==> src/rtl/uart_boot_loader.sv <==
// UART boot loader: parses framed program-load packets from the UART receiver,
// writes payload words into instruction memory and answers with an ACK/NAK byte.
// Frame: SYNC, CNT_LO, CNT_HI, N x 4 bytes (little-endian), CSUM (XOR of all bytes after SYNC).
module uart_boot_loader #(
    parameter int unsigned       ADDR_W         = 32,
    parameter logic [ADDR_W-1:0] BASE_ADDR      = '0,
    parameter int unsigned       MAX_WORDS      = 1024,
    parameter int unsigned       TIMEOUT_CYCLES = 1_000_000,
    parameter logic [7:0]        SYNC_BYTE      = 8'hA5,
    parameter logic [7:0]        ACK_BYTE       = 8'h06,
    parameter logic [7:0]        NAK_BYTE       = 8'h15
) (
    input  logic              clk_i,
    input  logic              rst_i,
    input  logic [7:0]        rx_data_i,
    input  logic              rx_ready_i,
    input  logic              rx_error_i,
    output logic [7:0]        tx_data_o,
    output logic              tx_start_o,
    input  logic              tx_busy_i,
    output logic              mem_we_o,
    output logic [ADDR_W-1:0] mem_addr_o,
    output logic [31:0]       mem_wdata_o,
    output logic              busy_o,
    output logic              done_o,
    output logic              err_o
);

    typedef enum logic [2:0] {
        StIdle,
        StCntLo,
        StCntHi,
        StData,
        StCsum,
        StRespWait,
        StResp
    } state_e;

    // Timeout fires on the last idle cycle so the decision lands exactly TIMEOUT_CYCLES
    // cycles after the most recent byte.
    localparam logic [23:0] TimeoutLast = 24'(TIMEOUT_CYCLES - 1);
    localparam logic [16:0] MaxWords    = 17'(MAX_WORDS);

    state_e      state_q;
    logic [7:0]  cnt_lo_q;
    logic [7:0]  csum_q;
    logic [15:0] word_cnt_q;
    logic [15:0] word_idx_q;
    logic [1:0]  byte_idx_q;
    logic [23:0] asm_q;
    logic [23:0] timer_q;
    logic        ack_q;

    logic              in_frame;
    logic [15:0]       n_words;
    logic [ADDR_W-1:0] word_off;

    // Decode helpers for the frame-receiving states and the current write address.
    always_comb begin
        in_frame = (state_q == StCntLo) || (state_q == StCntHi) ||
                   (state_q == StData)  || (state_q == StCsum);
        n_words  = {rx_data_i, cnt_lo_q};
        word_off = ADDR_W'({word_idx_q, 2'b00});
    end

    assign busy_o = (state_q != StIdle);

    // Packet parser FSM with registered memory-write and response outputs.
    always_ff @(posedge clk_i or posedge rst_i) begin
        if (rst_i) begin
            state_q     <= StIdle;
            cnt_lo_q    <= '0;
            csum_q      <= '0;
            word_cnt_q  <= '0;
            word_idx_q  <= '0;
            byte_idx_q  <= '0;
            asm_q       <= '0;
            timer_q     <= '0;
            ack_q       <= 1'b0;
            tx_data_o   <= '0;
            tx_start_o  <= 1'b0;
            mem_we_o    <= 1'b0;
            mem_addr_o  <= '0;
            mem_wdata_o <= '0;
            done_o      <= 1'b0;
            err_o       <= 1'b0;
        end else begin
            mem_we_o   <= 1'b0;
            tx_start_o <= 1'b0;
            done_o     <= 1'b0;
            err_o      <= 1'b0;

            if (in_frame) begin
                timer_q <= rx_ready_i ? '0 : timer_q + 24'd1;
            end

            if (in_frame && rx_error_i) begin
                // Framing error beats a byte arriving in the same cycle.
                state_q <= StRespWait;
                ack_q   <= 1'b0;
            end else if (in_frame && !rx_ready_i && timer_q == TimeoutLast) begin
                state_q <= StRespWait;
                ack_q   <= 1'b0;
            end else begin
                unique case (state_q)
                    StIdle: begin
                        if (rx_ready_i && rx_data_i == SYNC_BYTE) begin
                            state_q    <= StCntLo;
                            csum_q     <= '0;
                            word_idx_q <= '0;
                            byte_idx_q <= '0;
                            timer_q    <= '0;
                        end
                    end
                    StCntLo: begin
                        if (rx_ready_i) begin
                            cnt_lo_q <= rx_data_i;
                            csum_q   <= csum_q ^ rx_data_i;
                            state_q  <= StCntHi;
                        end
                    end
                    StCntHi: begin
                        if (rx_ready_i) begin
                            csum_q     <= csum_q ^ rx_data_i;
                            word_cnt_q <= n_words;
                            if ({1'b0, n_words} > MaxWords) begin
                                state_q <= StRespWait;
                                ack_q   <= 1'b0;
                            end else if (n_words == 16'd0) begin
                                state_q <= StCsum;
                            end else begin
                                state_q <= StData;
                            end
                        end
                    end
                    StData: begin
                        if (rx_ready_i) begin
                            csum_q     <= csum_q ^ rx_data_i;
                            byte_idx_q <= byte_idx_q + 2'd1;
                            case (byte_idx_q)
                                2'd0: asm_q[7:0]   <= rx_data_i;
                                2'd1: asm_q[15:8]  <= rx_data_i;
                                2'd2: asm_q[23:16] <= rx_data_i;
                                default: begin
                                    mem_we_o    <= 1'b1;
                                    mem_addr_o  <= BASE_ADDR + word_off;
                                    mem_wdata_o <= {rx_data_i, asm_q};
                                    word_idx_q  <= word_idx_q + 16'd1;
                                    if (word_idx_q + 16'd1 == word_cnt_q) begin
                                        state_q <= StCsum;
                                    end
                                end
                            endcase
                        end
                    end
                    StCsum: begin
                        if (rx_ready_i) begin
                            ack_q   <= (rx_data_i == csum_q);
                            state_q <= StRespWait;
                        end
                    end
                    StRespWait: begin
                        if (!tx_busy_i) begin
                            state_q    <= StResp;
                            tx_start_o <= 1'b1;
                            tx_data_o  <= ack_q ? ACK_BYTE : NAK_BYTE;
                            done_o     <= ack_q;
                            err_o      <= !ack_q;
                        end
                    end
                    StResp: begin
                        state_q <= StIdle;
                    end
                    default: begin
                        state_q <= StIdle;
                    end
                endcase
            end
        end
    end

endmodule
==> config.mk <==
export PLATFORM = sky130hd
export DESIGN_NAME = uart_boot_loader
export DESIGN_NICKNAME = d
export VERILOG_FILES = /design/src/rtl/uart_boot_loader.sv
export SDC_FILE = /design/constraint.sdc
export NUM_CORES = 1
export LEC_CHECK = 0
export CAP_MARGIN = 5
export CORE_MARGIN = 1
export CORE_UTILIZATION = 52
export DETAILED_ROUTE_END_ITERATION = 8
export DONT_BUFFER_PORTS = 1
export HOLD_SLACK_MARGIN = 0.05
export PLACE_DENSITY = 0.7
export SLEW_MARGIN = 20
export SYNTH_ARGS = -nofsm -noshare
export SYNTH_HDL_FRONTEND = slang
export SYNTH_SLANG_ARGS = --single-unit
==> constraint.sdc <==
create_clock -name clk_i -period 4.7 [get_ports clk_i]
set_input_delay 0.705 -clock clk_i [delete_from_list [all_inputs] [get_ports clk_i]]
set_output_delay 0.705 -clock clk_i [all_outputs]
set_load 0.01 [all_outputs]
==> out/results.ini <==
[clock_network]
insertion_delay_ps=420
ctsHtreeMaxLevel=4
postCtsSetupRepairBufs=0
cts_buffer_depth=2
cts_resized=0
cts_sinks=157
cts_tree=yes
cts_root_buf=clkbuf_16
clkTransAtPathRegs_ps=60
cts_hold_buf=0
cts_made_buffers=17

[detailed_routing]
firstDrtPassIters=7
dr.first_iter.drc_count=431
dr_total_vias=5471
route.detailed.drc=0
ant_nets=0
drt-total-wl_um=16350
routedWlPerCell_um=16.96
routed_via_density=5.675

[placed_design]
place_hpwl_um=10820
numPortBuffers=0
dp.cells=931
gp_congestion=0.9163

[sta]
tightest_slew_ps=988.8
setup_viol=0
fmax_mhz=321.6
finClkSkew_ps=9.632
rsz0062_at_grt=false
slew_violations=0
finalHoldViolations=0
relSlewSlack=0.3353
fin_setup_tns_ps=0
min_period_over_period=0.6616
post-route-min-period_ps=3110

[setup_path]
cp.arrival_ps=3380
ff2ff_path_depth=8
worstSetupEndpointType=flop
path_max_fanout=69
regToRegSetupSlack_ps=1590
critical_path_class=flop to flop
worstPathRequired_ps=4970
start_kind=flop
reg2reg_from=state_q[2]$_DFFE_PP0P_
r2r_end=word_idx_q[6]$_DFFE_PP0P_

[yosys]
synth-main-ff-cell=dfrtp_1
yosys_warnings=0
synth_edf_count=0
avgSynthCellArea_um2=9.665
syn_inst=788
synth.distinct_cells=61
ys_ff_latch=157
ys_seq_area_frac=0.5159
syn_area_um2=7616
async_reset_ff_frac=1.000

[floorplan]
dieArea_um2=15130
die_w_um=123.0
io_pins=90
rows=43
initial_core_util=0.5403
fp.coreArea_um2=14100
die_y_um=123.0

[status]
outcome=completed

[final_layout]
final_cell_mix=nand2_1, dfrtp_1, nor2_1
final_common_cell=nand2_1
diodes=0
layout.cells.non_filler=964
final_nets=790
drive_gt1_frac=0.1327
area_growth_syn_to_layout_pct=9.151
fillCellCount=1192

[pwr]
power_leakage_nw=3.834
irDropWorstVdd_mv=0.3132
powerDensity_nw_per_um2=545.2

[worst_hold_path]
hold_class=primary input to asynchronous set/reset pin

[global_route]
grt_pass1_wl_um=27680
grt_max_degree=79
antenna_found_initial=0
grt_pass1_vias=5494
grt.overflow.total=0
track_usage=0.2364

[job]
maxCapViolations=0

area by class of cell:
class / count / area (um2) / area share
Timing Repair Buffer: 5 / 62.56 / 0.007526
Clock inverter: 11 / 180.2 / 0.02167
Inverter: 10 / 41.29 / 0.004967
Clock buffer: 21 / 470.5 / 0.05659
Tap cell: 180 / 225.2 / 0.02709
Sequential cell: 157 / 3929 / 0.4726
Multi-Input combinational cell: 580 / 3405 / 0.4095
flip-flops by register name, summed over array words and instances, names as in the netlist:
name and count:
word_cnt_q 16, mem_wdata_o 32, done_o 1, mem_we_o 1, tx_data_o 3, byte_idx_q 2
timer_q 24, state_q 3, err_o 1, ack_q 1, cnt_lo_q 8, mem_addr_o 16
tx_start_o 1, csum_q 8, asm_q 24, word_idx_q 16
synth_stat cells, types with 2 or more instances:
cell type,number,area (um2)
inv_1,8,30.03
nand2_1,174,653.1
nor2_1,55,206.5
nor4b_1,2,17.52
and3_1,3,18.77
and4_1,2,17.52
nand2b_1,12,75.07
nand3b_1,2,15.01
nand4b_1,2,17.52
or3_1,6,37.54
nand4_1,9,56.30
buf_4,21,157.7
nor4_2,2,25.02
a21oi_1,28,140.1
a21o_1,3,22.52
a31oi_1,2,12.51
and2_1,2,12.51
xor2_1,14,122.6
buf_2,11,55.05
nor2b_1,13,81.33
ha_1,6,75.07
nand3_1,27,135.1
nor4_1,5,31.28
nor3_1,9,45.04
o22ai_1,4,25.02
dfrtp_1,157,3929
or4_1,2,15.01
o311ai_0,2,17.52
or2_2,6,37.54
a22oi_1,2,15.01
mux2_2,50,563.0
o21ai_0,50,250.2
clkbuf_1,26,97.59
o31ai_1,11,82.58
o41a_1,2,22.52
mux2i_1,3,30.03
nand2_2,3,18.77
xnor2_1,28,245.2
nor3b_1,2,15.01
critical path: stages, from the launching register on:
cell      delay [ps]
dfrtp_1          630
nor3_1           150
inv_1            260
nand2_1          550
o211ai_4         370
buf_4            570
nor2b_1           90
o21ai_0          210
o31ai_1          100
cells by family after synthesis:
group,Yosys count,share of synthesized area
buf+inv,70,0.04764
simple gates,341,0.2049
mux,53,0.07787
flops,157,0.5159
other cells,1,0.0004924
fa+ha+maj,6,0.009857
compound gates,118,0.09512
xor+xnor,42,0.04830
metrics by stage:
stage | utilization | instance area, um2 | total power [mW] | hold WS (ps) | setup slack [ps]
4_1_cts | 0.5883 | 8293 | 4.558 | 375.5 | 1621
3_5_place_dp | 0.5422 | 7642 | 3.043 | 454.0 | 1628
6_report | 0.5897 | 8313 | 4.532 | 122.0 | 1590
5_1_grt | 0.5897 | 8313 | 4.785 | 129.4 | 1310
2_1_floorplan | - | 7691 | 2.832 | 433.1 | 2008
3_3_place_gp | 0.5422 | 7642 | 2.979 | 443.0 | 1846
metal layers:
layer	routed length (um)	GRT usage	up-vias	share of wire
met2	8028	0.3789	162	0.49
met4	189	0.07756	0	0.012
met3	904	0.06042	18	0.055
li1	-	-	2593	-
met5	0	0	-	0
met1	7222	0.3144	2698	0.44
worst max path at each step:
| stage | start | to |
|---|---|---|
| after floorplan | rst_i | ack_q$_DFFE_PP0P_ |
| after global placement | state_q[0]$_DFFE_PP0P_ | word_idx_q[15]$_DFFE_PP0P_ |
| after detailed placement | state_q[2]$_DFFE_PP0P_ | word_idx_q[12]$_DFFE_PP0P_ |
| after CTS | state_q[2]$_DFFE_PP0P_ | word_idx_q[6]$_DFFE_PP0P_ |
| after global routing | state_q[0]$_DFFE_PP0P_ | word_idx_q[5]$_DFFE_PP0P_ |
| final | state_q[2]$_DFFE_PP0P_ | word_idx_q[6]$_DFFE_PP0P_ |
report_power, final:
group	internal (mW)	switching [mW]	leakage (nW)
registers	1.71	0.362	2.10
logic	0.464	0.502	1.42
clock network	0.939	0.555	0.314
total	3.11	1.42	3.83
No activity file was read; power rests on OpenSTA's default activity.
==> patch, RTL diff (config.mk and constraints unchanged) <==
`ADDR_W`: 32 -> 36.
--- a/src/rtl/uart_boot_loader.sv
+++ b/src/rtl/uart_boot_loader.sv
@@ -4,3 +4,3 @@
 module uart_boot_loader #(
-    parameter int unsigned       ADDR_W         = 32,
+    parameter int unsigned       ADDR_W         = 36,
     parameter logic [ADDR_W-1:0] BASE_ADDR      = '0,
Ports: changed (resized mem_addr_o); port bits go from 90 to 94. No check against the original RTL was run, so the function may have changed too.
==> patch against the original RTL <==
- core utilization fell by 0.27 points
- synthesized area grew 0.39%
- critical endpoint is now word_idx_q[14]$_DFFE_PP0P_
- critical path type unchanged
- wire length increased by 1.9%
- sequential cell count is the same
- synthesized cell count rose by 0.51%
- largest power group unchanged
- combinational power is 0.8% higher
- total power down 0.76%
- design area down 0.45%
- worst setup slack gained 0.032 ns
- global-route usage increased by 0.40 points
- highest routed layer unchanged
==> patch: results (changes against the original RTL) <==
| Metric | Value |
|---|---|
| Worst r2r src | `state_q[0]$_DFFE_PP0P_` |
| Syn avg cell area | `9.65 um2 (-0.11%)` |
| Largest net degree at the start of global routing | `158 (+100%)` |
| Leak Pwr | `3.82 nW (-0.41%)` |
| NumNets Final | `792 (+0.25%)` |
| Hold Path Class | `in -> async` |
| H-tree lvl count | `4 (unchanged)` |
| Most frequent cells after synthesis | `nand2_1 (174), dfrtp_1 (157), nor2_1 (55)` |
| # diodes | `0 (unchanged)` |
| Worst path max stage delay | `0.63 ns (about the same)` |
| Placed insts | `934 (+0.32%)` |
| R2r worst-path depth | `8 (unchanged)` |
| Post-synthesis cell type count | `61 (unchanged)` |
| Worst skew pair latency | `between 0.4 and 0.5 ns` |
| Yosys warnings | `0 (unchanged)` |
| Worst Path Arrival | `3.37 ns (about the same)` |
| First-pass GRT wire length | `27,600 um (-0.20%)` |
| Fin cells | `966 (+0.21%)` |
| Fillers | `1,188 (-0.34%)` |
| Post-synth ARST share | `100% (unchanged)` |
| Placed inst area | `7650 um2 (about the same)` |
| Reg2reg end | `word_idx_q[14]$_DFFE_PP0P_` |
| Hold Worst Slack | `0.379 ns (+0.257 ns)` |
| Outcome | `complete, no violations` |
| Sequential area share after synthesis | `51.4% (-0.20 points)` |
| Dpl hpwl | `10,800 um (-0.56%)` |
| IO buf count | `0 (unchanged)` |
| DR vias | `5,613 (+2.6%)` |
| Initial antenna violation count | `0 (unchanged)` |
| Clock tree buffer depth | `2 (unchanged)` |
| Top cells by area, synth | `dfrtp_1 (51%), nand2_1 (8.5%), mux2_2 (7.4%), o21ai_0 (3.3%), xnor2_1 (3.2%)` |
| Iter 0 DRT Violations | `485 (+13%)` |
| Flop-to-flop setup slack | `1.62 ns (+0.03 ns)` |
| DR pass1 iterations | `5 (-2)` |
| Routed len/inst | `17.2 um (+1.6%)` |
| Slew margin rel. | `31.4% (-2.1 points)` |
| Delay-heaviest family, CP | `buffers and inverters` |
| GP Congestion | `0.883 (-3.6%)` |
| Vias in the first global route | `5,511 (+0.31%)` |
| Worst Clk Skew | `0.0111 ns (+0.00143 ns)` |
| Post-CTS Setup Inserts | `0 (unchanged)` |
| Share of layout cells above drive strength 1 | `12.8% (-0.42 points)` |
| Largest Register | `mem_wdata_o` |
| GR Util All Layers | `24.0% (+0.40 points)` |
| CTS resizes | `0 (unchanged)` |
| Clk slew on worst S/H paths | `0.06 ns (about the same)` |
| Maximum vdd drop | `0.328 mV (+4.7%)` |
-- patch: cell count changes after synthesis, sizes merged --
| cell | unedited run | this run |
|---|---|---|
| buf | 34 | 38 |
-- patch: metal layers --
layer  vias to the layer above  track usage, %  part of all wire [%]
met5                         -               0                     0
met4                         0            9.71                   2.3
li1                       2600               -                     -
met3                        36            7.06                   6.3
met2                       198            38.5                    48
met1                      2779            30.6                    43
-- patch: how the worst max path moves through the flow --
| stage | endpoint | start | depth (start not counted) |
|---|---|---|---|
| 2_1_floorplan | ack_q$_DFFE_PP0P_ | rst_i | 1 |
| 5_1_grt | word_idx_q[15]$_DFFE_PP0P_ | state_q[0]$_DFFE_PP0P_ | 8 |
| 3_3_place_gp | word_idx_q[15]$_DFFE_PP0P_ | state_q[0]$_DFFE_PP0P_ | 8 |
| 6_report | word_idx_q[14]$_DFFE_PP0P_ | state_q[0]$_DFFE_PP0P_ | 8 |
| 4_1_cts | word_idx_q[14]$_DFFE_PP0P_ | state_q[0]$_DFFE_PP0P_ | 8 |
| 3_5_place_dp | word_idx_q[6]$_DFFE_PP0P_ | state_q[0]$_DFFE_PP0P_ | 8 |
-- patch: stage by stage --
| stage | util (%) | total power [W] | setup slack (ns) |
|---|---|---|---|
| final | 58.7 | 0.00450 | 1.62 |
| after global routing | 58.7 | 0.00474 | 1.31 |
| after CTS | 58.7 | 0.00452 | 1.61 |
| after detailed placement | 54.3 | 0.00305 | 1.63 |
| after global placement | 54.3 | 0.00298 | 1.82 |
| after floorplan | - | 0.00284 | 2.01 |
-- patch: worst reg2reg max path, cell delays in order, from the launching register on --
cell	delay [ns]
dfrtp_1	0.63
nor3_1	0.13
inv_1	0.26
nand2_1	0.54
o211ai_4	0.37
buf_4	0.58
nor2b_1	0.13
o21ai_0	0.21
o31ai_1	0.10
-- patch: cells by family (layout without fill, tap and decap cells) --
family,after synthesis,in the layout,synth area share [%]
xor+xnor,42,42,4.81
flops,157,157,51.4
mux,53,53,7.76
other cells,1,24,0.0490
compound gates,118,118,9.47
fa+ha+maj,6,6,0.982
buf+inv,74,45,5.14
simple gates,341,341,20.4
-- patch: report_power, final --
part	total, W	internal [W]	switching (W)
sequential	0.00207	0.00171	0.000360
clock	0.00145	0.000887	0.000566
combinational	0.000974	0.000462	0.000512
-- patch: cell type report --
| type | count | area [um2] | share of cell area (%) |
|---|---|---|---|
| Clock buffer | 22 | 474 | 5.73 |
| Clock inverter | 10 | 151 | 1.83 |
| Inverter | 10 | 41.3 | 0.499 |
| Multi-Input combinational cell | 584 | 3420 | 41.3 |
| Sequential cell | 157 | 3930 | 47.5 |
| Tap cell | 180 | 225 | 2.72 |
| Timing Repair Buffer | 3 | 35.0 | 0.423 |
